File: src/rtl/keypad_scanner_pkg.sv
// Shared definitions for the keypad scanner: FSM encodings, reset patterns
// and small pure helpers for row/column decoding. The bus-decode block reads
// the status register as {overrun, key_valid, keycode}.
package keypad_scanner_pkg;

    // Scanner FSM states; encodings are fixed because the bus-decode block decodes them
    typedef enum logic [1:0] {
        SCAN     = 2'd0,
        DEBOUNCE = 2'd1,
        HELD     = 2'd2
    } kp_state_e;

    localparam logic [3:0] ROWS_RESET = 4'b1110;
    localparam logic [3:0] COLS_IDLE  = 4'b1111;

    // Status register field positions within {overrun, key_valid, keycode}
    localparam int STATUS_W       = 6;
    localparam int STATUS_OVR_BIT = 5;
    localparam int STATUS_VLD_BIT = 4;

    // Position of the single low bit in a one-cold row drive
    function automatic logic [1:0] row_index(input logic [3:0] rows_v);
        logic [1:0] idx_v;
        case (rows_v)
            4'b1110: idx_v = 2'd0;
            4'b1101: idx_v = 2'd1;
            4'b1011: idx_v = 2'd2;
            4'b0111: idx_v = 2'd3;
            default: idx_v = 2'd0;
        endcase
        return idx_v;
    endfunction

    // Lowest-numbered low column; only meaningful when at least one column is low
    function automatic logic [1:0] low_col_index(input logic [3:0] cs_v);
        logic [1:0] idx_v;
        if (cs_v[0] == 1'b0) begin
            idx_v = 2'd0;
        end else if (cs_v[1] == 1'b0) begin
            idx_v = 2'd1;
        end else if (cs_v[2] == 1'b0) begin
            idx_v = 2'd2;
        end else begin
            idx_v = 2'd3;
        end
        return idx_v;
    endfunction

    // Advance the one-cold row drive to the next row: 1110->1101->1011->0111->1110
    function automatic logic [3:0] rotate_rows(input logic [3:0] rows_v);
        return {rows_v[2:0], rows_v[3]};
    endfunction

    // Pack the CPU-visible status word
    function automatic logic [STATUS_W-1:0] pack_status(input logic       overrun_v,
                                                        input logic       key_valid_v,
                                                        input logic [3:0] keycode_v);
        return {overrun_v, key_valid_v, keycode_v};
    endfunction

endpackage

File: src/rtl/keypad_scanner_scan_tick_gen.sv
// Free-running divider that produces a one-cycle tick whenever the divider
// sits at all-ones. The tick is registered so it is glitch-free and can be
// shared with the 7-segment refresh logic.
module scan_tick_gen #(
    parameter int SCAN_DIV_BITS = 16
) (
    input  logic clk,
    input  logic rst,
    output logic tick
);

    localparam logic [SCAN_DIV_BITS-1:0] DIV_ONE      = SCAN_DIV_BITS'(1);
    localparam logic [SCAN_DIV_BITS-1:0] DIV_ALL_ONES = {SCAN_DIV_BITS{1'b1}};

    logic [SCAN_DIV_BITS-1:0] div_r;
    logic [SCAN_DIV_BITS-1:0] div_nxt_s;
    logic                     tick_r;

    // Next divider value; wraps naturally from all-ones back to zero
    always_comb begin
        div_nxt_s = div_r + DIV_ONE;
    end

    // Divider and registered tick that is high exactly while div_r is all-ones
    always_ff @(posedge clk) begin
        if (rst) begin
            div_r  <= {SCAN_DIV_BITS{1'b0}};
            tick_r <= 1'b0;
        end else begin
            div_r  <= div_nxt_s;
            tick_r <= (div_nxt_s == DIV_ALL_ONES);
        end
    end

    assign tick = tick_r;

endmodule

File: src/rtl/keypad_scanner.sv
// 4x4 matrix keypad scanner: drives one row low at a time, synchronizes the
// column inputs, debounces presses and releases, and latches a key code into
// a sticky CPU-visible register cleared by a one-cycle ack.
module keypad_scanner
    import keypad_scanner_pkg::*;
#(
    parameter int SCAN_DIV_BITS  = 16,
    parameter int DEBOUNCE_TICKS = 4
) (
    input  logic       clk,
    input  logic       rst,
    input  logic [3:0] cols,
    input  logic       ack,
    output logic [3:0] rows,
    output logic [3:0] keycode,
    output logic       key_valid,
    output logic       overrun
);

    localparam logic [3:0] DEB_TARGET = 4'(DEBOUNCE_TICKS);

    logic       tick_s;
    logic [3:0] cols_meta_r;
    logic [3:0] cs_r;
    kp_state_e  state_r;
    logic [3:0] rows_r;
    logic [3:0] deb_cnt_r;
    logic [1:0] cap_row_r;
    logic [1:0] cap_col_r;
    logic [3:0] keycode_r;
    logic       key_valid_r;
    logic       overrun_r;

    logic       all_high_s;
    logic       cap_col_low_s;
    logic [3:0] deb_inc_s;
    logic       deb_done_s;

    scan_tick_gen #(
        .SCAN_DIV_BITS(SCAN_DIV_BITS)
    ) u_tick (
        .clk (clk),
        .rst (rst),
        .tick(tick_s)
    );

    // Two-flop synchronizer for the asynchronous column inputs; idles high like the pull-ups
    always_ff @(posedge clk) begin
        if (rst) begin
            cols_meta_r <= COLS_IDLE;
            cs_r        <= COLS_IDLE;
        end else begin
            cols_meta_r <= cols;
            cs_r        <= cols_meta_r;
        end
    end

    // Column status and saturating debounce increment used by the FSM
    always_comb begin
        all_high_s    = (cs_r == COLS_IDLE);
        cap_col_low_s = (cs_r[cap_col_r] == 1'b0);
        if (deb_cnt_r >= DEB_TARGET) begin
            deb_inc_s = DEB_TARGET;
        end else begin
            deb_inc_s = deb_cnt_r + 4'd1;
        end
        deb_done_s = (deb_inc_s >= DEB_TARGET);
    end

    // Scan/debounce FSM with the sticky key register; a latch overrides a same-cycle ack
    always_ff @(posedge clk) begin
        if (rst) begin
            state_r     <= SCAN;
            rows_r      <= ROWS_RESET;
            deb_cnt_r   <= 4'd0;
            cap_row_r   <= 2'd0;
            cap_col_r   <= 2'd0;
            keycode_r   <= 4'd0;
            key_valid_r <= 1'b0;
            overrun_r   <= 1'b0;
        end else begin
            if (ack) begin
                key_valid_r <= 1'b0;
                overrun_r   <= 1'b0;
            end
            if (tick_s) begin
                case (state_r)
                    SCAN: begin
                        if (all_high_s) begin
                            rows_r <= rotate_rows(rows_r);
                        end else begin
                            cap_row_r <= row_index(rows_r);
                            cap_col_r <= low_col_index(cs_r);
                            deb_cnt_r <= 4'd1;
                            state_r   <= DEBOUNCE;
                        end
                    end
                    DEBOUNCE: begin
                        if (!cap_col_low_s) begin
                            // Bounce: give up on this key and carry on scanning
                            deb_cnt_r <= 4'd0;
                            rows_r    <= rotate_rows(rows_r);
                            state_r   <= SCAN;
                        end else if (deb_done_s) begin
                            keycode_r   <= {cap_row_r, cap_col_r};
                            key_valid_r <= 1'b1;
                            overrun_r   <= ack ? 1'b0 : (overrun_r | key_valid_r);
                            deb_cnt_r   <= 4'd0;
                            state_r     <= HELD;
                        end else begin
                            deb_cnt_r <= deb_inc_s;
                        end
                    end
                    HELD: begin
                        // Wait for a clean release so a held key latches only once
                        if (!all_high_s) begin
                            deb_cnt_r <= 4'd0;
                        end else if (deb_done_s) begin
                            deb_cnt_r <= 4'd0;
                            rows_r    <= rotate_rows(rows_r);
                            state_r   <= SCAN;
                        end else begin
                            deb_cnt_r <= deb_inc_s;
                        end
                    end
                    default: begin
                        state_r   <= SCAN;
                        rows_r    <= ROWS_RESET;
                        deb_cnt_r <= 4'd0;
                    end
                endcase
            end
        end
    end

    assign rows      = rows_r;
    assign keycode   = keycode_r;
    assign key_valid = key_valid_r;
    assign overrun   = overrun_r;

endmodule

File: config.mk
export PLATFORM = sky130hd
export DESIGN_NAME = keypad_scanner
export DESIGN_NICKNAME = d
export VERILOG_FILES = /design/src/rtl/keypad_scanner_pkg.sv /design/src/rtl/keypad_scanner_scan_tick_gen.sv /design/src/rtl/keypad_scanner.sv
export SDC_FILE = /design/constraint.sdc
export NUM_CORES = 1
export LEC_CHECK = 0
export BUFFER_PORTS_ARGS = -buffer_cell sky130_fd_sc_hd__buf_4
export CAP_MARGIN = 20
export CORE_UTILIZATION = 41
export DETAILED_ROUTE_END_ITERATION = 6
export PLACE_DENSITY = 0.66
export SLEW_MARGIN = 20
export SYNTH_ARGS = -nofsm -noshare
export SYNTH_HDL_FRONTEND = slang
export SYNTH_HIERARCHICAL = 1
export SYNTH_SLANG_ARGS = --single-unit
File: constraint.sdc
create_clock -name clk -period 2.7 [get_ports clk]
set_input_delay 0.135 -clock clk [delete_from_list [all_inputs] [get_ports clk]]
set_output_delay 0.135 -clock clk [all_outputs]
set_load 0.03 [all_outputs]
-- Word-level counts from Yosys, hierarchy flattened
Index checks and enable logic that the tools add are counted.
- logic and storage cells: 73
- memory bits (read-only): 0
- memories kept: 0
- bits in registers: 45
- output and inout bits: 10
- RAM bits: 0
- bits in latches: 0
- input bits: 7
- add/subtract/negate cells: 2
- divide/modulo/power cells: 0
- muxes and demuxes: 34
- order comparisons: 3
- multipliers: 0
- shift-type cells: 0
- bitwise gates (word level): 3
- reduce and logical (&&, ||, !) cells: 6
- equality and inequality tests: 13
- operators by type and width (kind ; count):
    two-way mux 4 bit ; 9
    case mux 4 bit (3 select lines) ; 2
    adder 16 x 1 -> 16 bit, second input constant ; 1
    equality test 16 bit, second input constant ; 1
    two-way mux 2 bit ; 7
    two-way mux 1 bit ; 13
    equality test 4 bit, second input constant ; 3
    case mux 2 bit (3 select lines) ; 2
    != test 2 bit, second input constant ; 5
    AND reduction 5 bit ; 2
    >= comparator 4 x 3 -> 1 bit, second input constant ; 2
    adder 4 x 1 -> 4 bit, second input constant ; 1
    equality test 4 x 3 -> 1 bit, second input constant ; 1
    AND reduction 4 bit ; 1
    < comparator 2 x 3 -> 1 bit, second input constant ; 1
    != test 3 bit, second input constant ; 1
    AND reduction 3 bit ; 1
    binary-select mux 1 bit (select 2 bit) ; 1
    equality test 2 x 1 -> 1 bit, second input constant ; 1
    equality test 2 bit, second input constant ; 1
    logical NOT 2 bit ; 1
    NOT 1 bit ; 2
    AND reduction 2 bit ; 1
    OR 1 bit ; 1

-- Depth between registers and ports, before layout
Gate-level depths: netlist (run 1).
- word-level depth: 7
- gate-level depth with buffers: 6

-- By module
The synthesis (run 1) kept the hierarchy.
- modules (own cells, without submodules) (module ; seq. area each (um2) ; cells each ; area an instance (um2) ; times used):
    keypad_scanner ; 560.5 ; 128 ; 1204.9 ; 1
    scan_tick_gen ; 340.3 ; 99 ; 854.6 ; 1

-- Worst setup path before layout (run 1)
OpenSTA, ideal clock, no wires.
- path kind: reg2reg
- start: register u_tick.div_r[0]
- end: register u_tick.tick_r, in the netlist u_tick/tick
- cell stages (with the launch flop): 7
- data required time: 2597 ps
- library setup time: 103 ps
- arrival time: 1680 ps
- setup slack: 916 ps
- cell sequence: dfxtp_1 ha_1 nand4_4 nor4_4 xnor2_1 or2_1 a2111oi_2
- longest elaborated chain between the ends: 2
- RTL lines (item ; RTL line ; source):
    from (decl) ; keypad_scanner_scan_tick_gen.sv:15 ; logic [SCAN_DIV_BITS-1:0] div_r;
    from (signal assigned) ; keypad_scanner_scan_tick_gen.sv:27 ; div_r <= {SCAN_DIV_BITS{1'b0}};
    from (signal assigned) ; keypad_scanner_scan_tick_gen.sv:30 ; div_r <= div_nxt_s;
    adder 16 x 1 -> 16 bit ; keypad_scanner_scan_tick_gen.sv:21 ; div_nxt_s = div_r + DIV_ONE;
    equality test 16 bit ; keypad_scanner_scan_tick_gen.sv:31 ; tick_r <= (div_nxt_s == DIV_ALL_ONES);
    to (signal assigned) ; keypad_scanner_scan_tick_gen.sv:31 ;
    to (decl) ; keypad_scanner_scan_tick_gen.sv:17 ; logic tick_r;
No other way between the ends.
A chain may end at the register's enable or synchronous reset.

-- Worst setup path after layout (run 1)
Same ends and word-level chain as after synthesis.

==> impl_metrics.csv, run 1 <==
group,metric,value,unit
outcome,status,"completed",
detailed_routing,avgRoutedWirePerCell,11.8,um
grt,grt_max_degree,48,
cts,cts-resized-gates,0,
final_layout,fillers,469,
floorplanning,die_w,72.9,um
detailed_routing,vias,1560,
timing,hold_violations,0,
detailed_routing,drt-total-wl,3720,um
yosys,synth_nets,237,
grt,track_usage,0.153,
cts,clkSlewWorstSetupHoldPaths,90,ps
cts,cts.sinks,45,
timing,worst_pin_slew,443,ps
worst_setup_path,r2r_start,"u_tick/div_r[0]",
detailed_routing,first_iter_violations,104,
timing,finalSetupViolations,0,
yosys,avgSynthCellArea,9.07,um2
worst_setup_path,r2r_setup_slack,720,ps
placement,post-dp-hpwl,2610,um
timing,rsz0062_at_grt,"no",
worst_setup_path,worstReg2RegEnd,"u_tick/tick",
timing,setup_tns,0,ps
placement,gp_congestion,0.831,
cts,cts_made_buffers,5,
worst_setup_path,critPathLaunchType,"flip-flop",
floorplanning,core.rowCount,25,
cts,ctsHoldBuffers,2,
final_layout,final_cell_mix,"dfxtp_1, nor2_1, buf_4, a21oi_1",
min_path,hold_start,"cols[1]",
min_path,min_path_cells,2,
grt,grt_pass1_vias,1339,
floorplanning,fp.dieArea,5310,um2
yosys,seq_area_frac_synth,0.437,
worst_setup_path,path_class,"reg -> reg",
cts,root_buffer,"clkbuf_8",
worst_setup_path,endpoint_kind,"flip-flop",
final_layout,drive_gt1_frac,0.198,
detailed_routing,via_per_inst,4.95,
yosys,syn_area,2060,um2
timing,post-route-period-util,0.732,
power_and_ir_drop,ir_worst_vdd,0.233,mV
cts,ctsHtreeMaxLevel,2,
cts,clk_latency,300,ps
cts,clockBufferDepth,2,
min_path,min_to,"cols_meta_r[1]",
yosys,synth_flop_cell,"dfxtp_1",
detailed_routing,dr.pass1.iters,4,
floorplanning,coreArea,4790,um2
timing,maxSlewHeadroom,0.705,
min_path,hold_class,"in -> reg",
grt,grt-ovfl-total,0,
final_layout,syn2layout_area_growth,14.2,%
placement,port_buffers,16,
worst_setup_path,ff2ff_path_depth,6,
placement,place_ws,762,ps
worst_setup_path,crit_arrival,2180,ps
cts,cts_tree,"built",
final_layout,antenna-diode-count,0,
grt,antenna_found_initial,0,
yosys,synth.distinct_cells,50,
final_layout,layout.nets,257,
yosys,yosysTopAreaCell,"dfxtp_1",
timing,fin_skew,8.67,ps
floorplanning,io_pins,17,
power_and_ir_drop,p_leak,0.887,nW
yosys,synth_area_leaders,"dfxtp_1, nor2_1, a21oi_1",
detailed_routing,ant_nets,0,
worst_setup_path,crit_fanout,6,
yosys,synth_edf_count,0,
grt,grt_pass1_wl,6180,um
final_layout,final_common_cell,"dfxtp_1",
cts,post-cts-setup-buffer-count,0,
detailed_routing,drc,0,
timing,report.final.slew_viol_count,0,
power_and_ir_drop,pwr_density_cell,486,nW/um2
yosys,synth_warnings,6,
timing,min_period,1980,ps
yosys,async_flop_share,0,
timing,fin_ws,723,ps
run,drv_cap,0,
yosys,ys_ff_latch,45,
floorplanning,die_y,72.9,um
yosys,synth_top_area_frac,0.437,
yosys,syn_inst,227,
worst_setup_path,cp.required,2900,ps
floorplanning,initial_core_util,0.430,
timing,max_freq,0.506,GHz
==> synthesized netlist by cell type, types with 2 or more instances <==
cell      instances
dfxtp_1          45
o21ai_0           3
or2_2             9
a221oi_2          2
and2_1            2
o211ai_1          2
nand3_1          13
xnor2_1           7
o21ba_2           2
nor2b_1           2
a31oi_1           3
nor2_1           32
nand2_1          13
or3_1             3
and3_1            2
inv_1            10
ha_1              3
o21ai_1           4
a21oi_1          14
nand4_1           4
xor2_1            6
clkbuf_1          5
mux2i_1           6
nand2b_1          2
nor3_1            7
buf_6             2
==> per-layer routing <==
| layer | up-vias | share of wire | track usage |
|---|---|---|---|
| met5 | - | 0 | 0 |
| li1 | 830 | - | - |
| met1 | 701 | 0.52 | 0.208 |
| met2 | 24 | 0.43 | 0.229 |
| met3 | 5 | 0.034 | 0.0414 |
| met4 | 0 | 0.018 | 0.0654 |
==> state kept, by name, summed over array words and instances (netlist names) <==
register,count
state_r,2
cs_r,4
cap_col_r,2
u_tick/tick,1
u_tick/div_r,16
cols_meta_r,4
rows,4
deb_cnt_r,4
cap_row_r,2
keycode,4
overrun,1
key_valid,1
==> power by group <==
group / switching [mW] / internal (mW)
sequential: 0.00757 / 0.672
clock: 0.236 / 0.184
combinational: 0.0228 / 0.0210
==> worst max-delay path, cell delays in order, from the launching register on <==
cell and delay [ps]:
dfxtp_1 420, ha_1 310, nand4_4 170, nor3_1 260
nor4b_1 270, a31oi_1 90, a2111oi_2 350
==> through the flow <==
stage                util  cells  power (mW)  hold slack, ps  area, um2
floorplan               -    227       0.721             204       2060
global placement    0.464    303       0.734             312       2220
detailed placement  0.464    303       0.735             318       2220
CTS                 0.487    313        1.16          0.0386       2330
global route        0.492    315        1.19            4.23       2350
finish              0.492    315        1.14            10.4       2350
==> area by class of cell <==
type / count / area [um2] / area share
multi-input combinational: 165 / 1080 / 0.459
tap: 67 / 83.8 / 0.0356
clock inverter: 3 / 21.3 / 0.00904
sequential: 45 / 901 / 0.383
clock buffer: 5 / 68.8 / 0.0293
inverter: 10 / 37.5 / 0.0160
timing repair buffer: 20 / 160 / 0.0681
==> how the worst max path moves through the flow <==
stage	start	endpoint	slack (ps)	cells past startpoint
after CTS	u_tick/div_r[0]	u_tick/tick	720	6
after global placement	u_tick/div_r[0]	u_tick/tick	840	6
after detailed placement	u_tick/div_r[0]	u_tick/tick	760	6
final	u_tick/div_r[0]	u_tick/tick	720	6
after floorplan	u_tick/div_r[0]	u_tick/tick	920	6
after global routing	u_tick/div_r[0]	u_tick/tick	490	6
==> logic make-up after synthesis <==
group           share of synthesized area
buf+inv                            0.0383
simple gates                        0.275
compound gates                      0.147
mux                                0.0292
fa+ha+maj                          0.0182
flops                               0.437
xor+xnor                           0.0553
Power figures use the tool's default switching activity.
==> run 2, diff against run 1 <==
- clock period: 2.7 -> 1.83 ns (I/O delays scaled with it)
==> run 2 against run 1 <==
Die area is the same. Sequential share of layout area shrank 1.8 points. Worst setup slack lost 590 ps. Worst hold slack gained 200 ps. Sequential power grew 47%. Clock skew shrank 3.8 ps. Via count grew 4.0%. Flip-flop and latch count is the same.
==> impl_metrics.csv, run 2 (same netlist as run 1, synthesis figures left out) <==
group,metric,value,unit
worst_setup_path,crit_fanout,6,
cts,clkSlewWorstSetupHoldPaths,80,ps
timing,post-route-period-util,0.927,
timing,fin_skew,4.88,ps
placement,gp_congestion,0.850,
final_layout,layout.nets,267,
timing,setup_tns,0,ps
timing,hold_violations,0,
timing,rsz0062_at_grt,"no",
grt,track_usage,0.160,
final_layout,fillers,452,
final_layout,drive_gt1_frac,0.252,
final_layout,antenna-diode-count,0,
final_layout,final_cell_mix,"dfxtp_1, nor2_1, buf_4, a21oi_1",
worst_setup_path,cpLargestDelayFamily,"simple AND/OR/NAND/NOR gates",
detailed_routing,drc,0,
timing,maxSlewHeadroom,0.701,
floorplanning,initial_core_util,0.430,
cts,ctsHtreeMaxLevel,2,
grt,antenna_found_initial,0,
worst_setup_path,crit_arrival,1890,ps
power_and_ir_drop,pwr_density_cell,739,nW/um2
power_and_ir_drop,p_total,1.83,mW
placement,dpl.cell_count,312,
cts,clk_latency,290,ps
worst_setup_path,crit_chain,"ha_2, nand4_4, nor3_2, nor4b_2, a31oi_1, a2111oi_2",
timing,report.final.slew_viol_count,0,
final_layout,final_common_cell,"dfxtp_1",
power_and_ir_drop,ir_worst_vdd,0.407,mV
detailed_routing,via_per_inst,4.99,
grt,grt_pass1_vias,1464,
worst_setup_path,cpPeakStageDelay,350,ps
detailed_routing,first_iter_violations,87,
timing,worst_pin_slew,448,ps
detailed_routing,vias,1623,
cts,cts_tree,"built",
final_layout,largest_reg_flops,16,
detailed_routing,dr.pass1.iters,4,
cts,root_buffer,"clkbuf_8",
final_layout,syn2layout_area_growth,20.3,%
floorplanning,io_pins,17,
outcome,status,"completed",
final_layout,final_cells,325,
placement,place_ws,27.4,ps
grt,grt_pass1_wl,6530,um
placement,post-dp-hpwl,2600,um
cts,clockBufferDepth,2,
cts,cts.sinks,45,
min_path,hold_class,"in -> reg",
power_and_ir_drop,p_leak,0.949,nW
worst_setup_path,crit_slowest_cell,"a2111oi_2",
placement,port_buffers,16,
floorplanning,fp.dieArea,5310,um2
timing,min_period,1700,ps
timing,max_freq,0.589,GHz
floorplanning,die_w,72.9,um
timing,fin_ws,133,ps
floorplanning,die_y,72.9,um
floorplanning,core.rowCount,25,
worst_setup_path,cp.required,2020,ps
grt,grt-ovfl-total,0,
timing,finalSetupViolations,0,
grt,grt_max_degree,48,
worst_setup_path,path_class,"reg -> reg",
worst_setup_path,critPathLaunchType,"flip-flop",
worst_setup_path,endpoint_kind,"flip-flop",
worst_setup_path,critical_path_buf_inv_count,0,
run,drv_cap,0,
detailed_routing,ant_nets,0,
cts,cts_made_buffers,5,
detailed_routing,drt-total-wl,3830,um
final_layout,largest_register,"u_tick/div_r",
detailed_routing,avgRoutedWirePerCell,11.8,um
floorplanning,coreArea,4790,um2
==> run 2: cell types whose count changed in the layout (fill, tap and decap cells not counted), sizes merged <==
cell,before,now
buf,16,25
inv,11,10
dlygate4sd3,4,5
bufinv,0,1
==> run 2: per-layer routing <==
metal  GRT usage  up-vias  part of all wire
met2       0.252       29              0.45
li1            -      849                 -
met1       0.214      741              0.50
met3      0.0414        4             0.037
met4      0.0523        0            0.0089
met5           0        -                 0
==> run 2: area by class of cell <==
type                    instances  area, um2  share of cell area
clock buffers                   5       68.8              0.0278
clock inverters                 3       46.3              0.0187
inverters                      10       37.5              0.0152
multi-input cells             165       1100               0.443
flip-flops and latches         45        905               0.365
well taps                      67       83.8              0.0338
repair buffers                 30        238              0.0960
==> run 2: worst paths after layout <==
kind,start,end,slack [ps],cells past startpoint
worst max-delay path,u_tick/div_r[0],u_tick/tick,130,6
worst min-delay path,rst,u_tick/div_r[1],210,2
worst max register to register,u_tick/div_r[0],u_tick/tick,130,6
worst min register to register,cols_meta_r[1],cs_r[1],410,1
==> run 2: report_power, final <==
group	leakage, nW	internal (mW)	switching, mW	total (mW)
combinational	0.528	0.0397	0.0396	0.0792
sequential	0.367	0.992	0.00792	1.00
clock	0.0543	0.409	0.343	0.751
total	0.949	1.44	0.390	1.83
==> run 2: repair_timing <==
| item | CTS | global route |
|---|---|---|
| pin swaps | 0 | 1 |
| gates resized for setup | 1 | 6 |
| endpoints found under the hold margin | 5 | 0 |
| hold buffers | 5 | 0 |
| buffers inserted | 0 | 0 |
| setup endpoints to repair | 1 | 1 |
==> run 2: metrics by stage <==
| stage | hold slack (ps) | area [um2] | utilization |
|---|---|---|---|
| floorplan | 161 | 2060 | - |
| global placement | 268 | 2290 | 0.478 |
| detailed placement | 272 | 2290 | 0.478 |
| CTS | 209 | 2460 | 0.514 |
| global route | 216 | 2480 | 0.518 |
| finish | 206 | 2480 | 0.518 |
